$ cat src/rtl/add_serial2.sv
// Serial adder: sums two WIDTH-bit operands 2 bits per cycle through a registered carry, result valid WIDTH/2 cycles after accept.
// One operation in flight; DONE holds O/COUT and keeps I_READY low until the consumer raises O_READY.
module add_serial2 #(
  parameter int WIDTH = 8
) (
  input  logic             CLK,
  input  logic             ASYNCRESETN,
  input  logic [WIDTH-1:0] I0,
  input  logic [WIDTH-1:0] I1,
  input  logic             CIN,
  input  logic             I_VALID,
  output logic             I_READY,
  output logic [WIDTH-1:0] O,
  output logic             COUT,
  output logic             O_VALID,
  input  logic             O_READY
);

  localparam int NSLICE = WIDTH / 2;
  localparam int IDXW   = (NSLICE > 1) ? $clog2(NSLICE) : 1;
  localparam logic [IDXW-1:0] LAST_IDX = IDXW'(NSLICE - 1);

  typedef enum logic [1:0] {IDLE, RUN, DONE} state_t;

  state_t            state, state_nxt;
  logic [WIDTH-1:0]  a_q, b_q;
  logic              carry;
  logic [IDXW-1:0]   idx;
  logic [1:0]        a_sl, b_sl;
  logic [2:0]        sum;
  logic              last;

  assign last = (idx == LAST_IDX);

  always_ff @(posedge CLK or negedge ASYNCRESETN) begin
    if (!ASYNCRESETN) state <= IDLE;
    else              state <= state_nxt;
  end

  always_comb begin
    state_nxt = state;
    case (state)
      IDLE:    if (I_VALID) state_nxt = RUN;
      RUN:     if (last)    state_nxt = DONE;
      DONE:    if (O_READY) state_nxt = IDLE;
      default:              state_nxt = IDLE;
    endcase
  end

  always_comb begin
    I_READY = (state == IDLE);
    O_VALID = (state == DONE);
  end

  // Mux the current 2-bit slice out of each operand; one shared slice adder.
  always_comb begin
    a_sl = '0;
    b_sl = '0;
    for (int k = 0; k < NSLICE; k++) begin
      if (idx == IDXW'(k)) begin
        a_sl = a_q[2*k +: 2];
        b_sl = b_q[2*k +: 2];
      end
    end
    sum = {1'b0, a_sl} + {1'b0, b_sl} + {2'b00, carry};
  end

  always_ff @(posedge CLK or negedge ASYNCRESETN) begin
    if (!ASYNCRESETN) begin
      a_q   <= '0;
      b_q   <= '0;
      carry <= 1'b0;
      idx   <= '0;
      O     <= '0;
      COUT  <= 1'b0;
    end else begin
      case (state)
        IDLE: begin
          if (I_VALID && I_READY) begin
            a_q   <= I0;
            b_q   <= I1;
            carry <= CIN;
            idx   <= '0;
          end
        end
        RUN: begin
          for (int k = 0; k < NSLICE; k++) begin
            if (idx == IDXW'(k)) O[2*k +: 2] <= sum[1:0];
          end
          carry <= sum[2];
          if (last) COUT <= sum[2];
          else      idx  <= idx + 1'b1;
        end
        default: ;
      endcase
    end
  end

endmodule
$ cat config.mk
export PLATFORM = sky130hd
export DESIGN_NAME = add_serial2
export DESIGN_NICKNAME = d
export VERILOG_FILES = /design/src/rtl/add_serial2.sv
export SDC_FILE = /design/constraint.sdc
export NUM_CORES = 1
export LEC_CHECK = 0
export ABC_AREA = 0
export CELL_PAD_IN_SITES_DETAIL_PLACEMENT = 2
export CELL_PAD_IN_SITES_GLOBAL_PLACEMENT = 2
export CORE_ASPECT_RATIO = 0.6
export CORE_UTILIZATION = 36
export CTS_BUF_LIST = sky130_fd_sc_hd__clkbuf_16
export DETAILED_ROUTE_END_ITERATION = 8
export GPL_ROUTABILITY_DRIVEN = 0
export PLACE_DENSITY_LB_ADDON = 0.05
export SLEW_MARGIN = 20
export SYNTH_ARGS = -nofsm -noshare
export SYNTH_HDL_FRONTEND = slang
export SYNTH_SLANG_ARGS = --single-unit
export TNS_END_PERCENT = 10
$ cat constraint.sdc
create_clock -name CLK -period 4 [get_ports CLK]
set_input_delay 0.6 -clock CLK [delete_from_list [all_inputs] [get_ports CLK]]
set_output_delay 0.6 -clock CLK [all_outputs]
set_load 0.005 [all_outputs]
== After elaboration in Yosys (flattened, before gate mapping) ==
Cells that the tools add are included.

* Add/sub/neg operators: 3
* Eq/ne operators: 10
* Multiplexer cells: 17
* Reduce and logical (&&, ||, !) cells: 12

{| class="wikitable"
|+ Operator list
! cell !! number
|-
| 2-bit 2-to-1 mux || 13
|-
| 2-bit AND reduction || 6
|-
| 2-bit == test (second input constant) || 3
|-
| 2-bit inequality test (second input constant) || 3
|-
| 2-bit one-hot mux with 3 select lines || 1
|-
| 3-bit AND reduction || 2
|-
| 2-bit by 1-bit == test with 1-bit output (second input constant) || 2
|-
| 2-bit zero test || 2
|-
| 2-bit by 1-bit inequality test with 1-bit output (second input constant) || 2
|-
| 2-bit one-hot mux with 2 select lines || 1
|-
| 2-bit by 2-bit adder with 3-bit output || 1
|-
| 3-bit by 1-bit adder with 3-bit output || 1
|-
| 2-bit by 1-bit adder with 2-bit output (second input constant) || 1
|-
| 1-bit one-hot mux with 2 select lines || 1
|-
| 2-bit nonzero test || 1
|-
| 1-bit logical AND || 1
|-
| 1-bit 2-to-1 mux || 1
|}

* Register bits: 30
* Bits of input ports: 21
* Output and inout bits: 11
* Logic and storage cells: 52

== Longest topological paths before layout ==
* Depth in word-level cells: 8
* Gate-level depth with buffers: 9
* Mapped depth without buffers: 9

== Worst setup path after synthesis ==
Ideal clock, no wire load.

* Kind: reg2reg
* From: register idx[0]
* To: register O[7]
* Setup time: 0.125 ns
* Arrival time: 2.171 ns
* Required time: 3.875 ns
* Setup slack: 1.705 ns
* Stages on the path, launching flop included: 8
* Buffers on the path: 0
* Path through: dfrtp_1 ha_1 nand2b_1 o22ai_1 a31oi_1 fa_1 fa_1 mux2_2

* Longest elaborated chain between the ends: 7
* Elaborated cells between the ends (all ways): 15

{| class="wikitable"
|+ Ends and longest elaborated chain
! item !! line !! source
|-
| from (decl) || 28 || <nowiki>logic [IDXW-1:0] idx;</nowiki>
|-
| from (signal assigned) || 92 || <nowiki>else idx <= idx + 1'b1;</nowiki>
|-
| 2-bit zero test || 60 || <nowiki>if (idx == IDXW'(k)) begin</nowiki>
|-
| 2-bit 2-to-1 mux (4 in series) || 60 ||
|-
| 2-bit by 2-bit adder with 3-bit output * || 65 || <nowiki>sum = {1'b0, a_sl} + {1'b0, b_sl} + {2'b00, carry};</nowiki>
|-
| 3-bit by 1-bit adder with 3-bit output * || 65 ||
|-
| named net sum[1] || 30 || <nowiki>logic [2:0] sum;</nowiki>
|-
| to (signal, indexed assignment) || 88 || <nowiki>if (idx == IDXW'(k)) O[2*k +: 2] <= sum[1:0];</nowiki>
|-
| to (decl) || 13 || <nowiki>output logic [WIDTH-1:0] O,</nowiki>
|}

Mark *: on every way through the listed nets, which the timed path passes. The rest lies on a longest branch.
A chain may end at the register's enable or synchronous reset.

== Worst setup path after layout ==
* From: register idx[1]
* To: register O[7]

Same word-level chain as after synthesis.

==> flow_summary.ini <==
[run_status]
status = complete, but fails checks
violations = DRC

[drt]
drtPass1Iterations = 6
drtAntennaViolNets = 0
via_count = 997
wl_um = 3700
wl_per_cell_um = 19.0
drc_errors = 2
viasPerCell = 5.11
dr.first_iter.drc_count = 37

[pwr]
combPwrFrac = 0.476
swShare = 0.351
seq_power_share = 0.330
vdd_drop_max_mv = 0.335
internal_power_mw = 1.16
powerDensity_nw_per_um2 = 918
p_switching_mw = 0.626
clock_power_share = 0.194
leakage_nw = 0.840

[timing]
post-route-period-util = 0.646
whs_ps = 501
hold_violations = 0
slew_viol_final = 0
tightest_slew_ps = 979
slew_headroom = 0.346
rsz0062_at_grt = no
max_freq_mhz = 387
period_needed_ps = 2580
setup_tns_ps = 0
finClkSkew_ps = 6.41
finalSetupViolations = 0

[place]
port_buffers = 31
dp_hpwl_um = 2760
dp_cells = 187

[clock_network]
path_clk_slew_ps = 50
clockBufferDepth = 2
hold_buffers = 0
cts_tree = yes
cts_resized = 0
clkLatencyLatePin_ps = 270
ctsRootBufferMaster = clkbuf_16
post_cts_buffers = 0
htree_levels = 2
cts_sinks = 30
cts_buffers = 5

[synth]
syn_avg_cell_area_sq_um = 13.1
yosysWarnings = 0
synthCells = 112
yosysUniqueCellTypes = 25
synth_top_area_frac = 0.510
synth_area_sq_um = 1470
synth_nets = 139
synth_area_leader_cell = dfrtp_1
ys_ff_latch = 30
synth_area_leaders = dfrtp_1 (51%), mux2_2 (11%), mux2_4 (10%)
ys_seq_area_frac = 0.510

[floorplan]
ios = 32
die_area_sq_um = 4360
die_x_um = 84.6
core_area_sq_um = 3790
rows = 17
start_util = 0.389
die_y_um = 51.5

[global_routing]
grt_use_total = 0.199
grt_overflow_total = 0
grt_max_degree = 31
grt_pass1_wl_um = 6310
antenna_found_initial = 0
first_global_vias = 1132

[finish]
finalNonFillerCells = 195
nets = 174
diodes = 0
drive_gt1_frac = 0.236
syn_to_final_growth_pct = 31.9

[setup_path]
crit_required_ps = 4150
worstSetupPathType = flop to flop
cp-end-kind = flop
start_kind = flop
crit_fanout = 7
cp.arrival_ps = 2740

[run]
maxCapViolCount = 0

[hold_path]
min_path_type = flop to flop
==> power groups by stage <==
stage | registers [mW] | clock network [mW] | logic [mW]
CTS | 0.591 | 0.354 | 0.869
global placement | 0.585 | 0 | 0.808
floorplan | 0.539 | 0 | 0.599
detailed placement | 0.593 | 0 | 0.851
global route | 0.609 | 0.370 | 0.948
finish | 0.589 | 0.345 | 0.849
==> Yosys cell counts <==
library cell	instances
nor2_1	4
and4bb_2	1
or3b_2	1
a31oi_1	4
nand2_1	9
nand2b_1	2
mux2_4	10
nand3_1	6
buf_4	1
nor2b_1	1
a21oi_1	1
buf_2	1
mux2_2	15
buf_12	1
ha_1	4
fa_1	2
buf_6	1
mux2i_1	1
o21ai_0	4
o22ai_1	3
a22oi_1	1
nor3b_4	1
nand3b_1	4
dfrtp_1	30
inv_1	4
==> cell usage in the layout, fill, tap and decap left out <==
cell type,count
a21oi_1,1
a22oi_1,1
a31oi_1,4
and4bb_2,1
buf_4,1
clkbuf_16,5
clkdlybuf4s50_1,31
clkinv_1,1
clkinv_2,1
dfrtp_1,30
fa_1,2
ha_1,4
inv_1,5
mux2_2,15
mux2_4,10
mux2i_1,1
nand2_1,9
nand2b_1,2
nand3_1,6
nand3b_1,4
nor2_1,4
nor2b_1,1
nor3b_4,1
o21ai_0,4
o22ai_1,3
or3b_2,1
==> cell families after synthesis <==
logic type	synth area share
DFF	0.510
buffers and inverters	0.0399
muxes	0.223
adders and majority gates	0.0612
AOI/OAI and AO/OA	0.0518
and+or+nand+nor	0.114
==> per-stage QoR <==
stage / power, mW / utilization / setup slack (ps) / cell area (sq um)
finish: 1.78 / 0.513 / 1420 / 1940
global placement: 1.39 / 0.477 / 1460 / 1810
floorplan: 1.14 / - / 1700 / 1470
detailed placement: 1.44 / 0.477 / 1420 / 1810
CTS: 1.81 / 0.513 / 1400 / 1940
global route: 1.93 / 0.513 / 1230 / 1940
==> worst paths after layout <==
kind                       slack (ps)  cells after the start     end        start
min in group asynchronous         720                      2  b_q[2]  ASYNCRESETN
setup reg to reg                 1420                      7    O[7]       idx[1]
max in group asynchronous        2980                      2    O[0]  ASYNCRESETN
setup / recovery                 1420                      7    O[7]       idx[1]
hold reg to reg                   500                      1    O[3]         O[3]
hold / removal                    500                      1    O[3]         O[3]
==> flip-flops by register name, indices dropped and copies added, names as in the netlist <==
register,flops
b_q,8
O,8
state,2
COUT,1
carry,1
idx,2
a_q,8
==> layout make-up <==
| cell class | count | area, sq um |
|---|---|---|
| Sequential cell | 30 | 751 |
| Fill cell | 369 | 1840 |
| Clock inverter | 3 | 12.5 |
| Tap cell | 47 | 58.8 |
| Multi-Input combinational cell | 74 | 663 |
| Inverter | 4 | 15.0 |
| Clock buffer | 5 | 125 |
| Timing Repair Buffer | 32 | 318 |
==> routing by layer <==
metal  vias up  global-route usage  share of wire
met3         0              0.0667          0.050
met5         -                   0              0
met4         0              0.0424              0
met2        23               0.325           0.47
met1       506               0.262           0.48
li1        468                   -              -
==> critical path, stage by stage (launching register included) <==
cell and delay, ps:
dfrtp_1 420, ha_1 310, inv_1 180, o22ai_1 230
a31oi_1 80, fa_1 440, fa_1 510, mux2_2 290
Power figures use the tool's default switching activity.
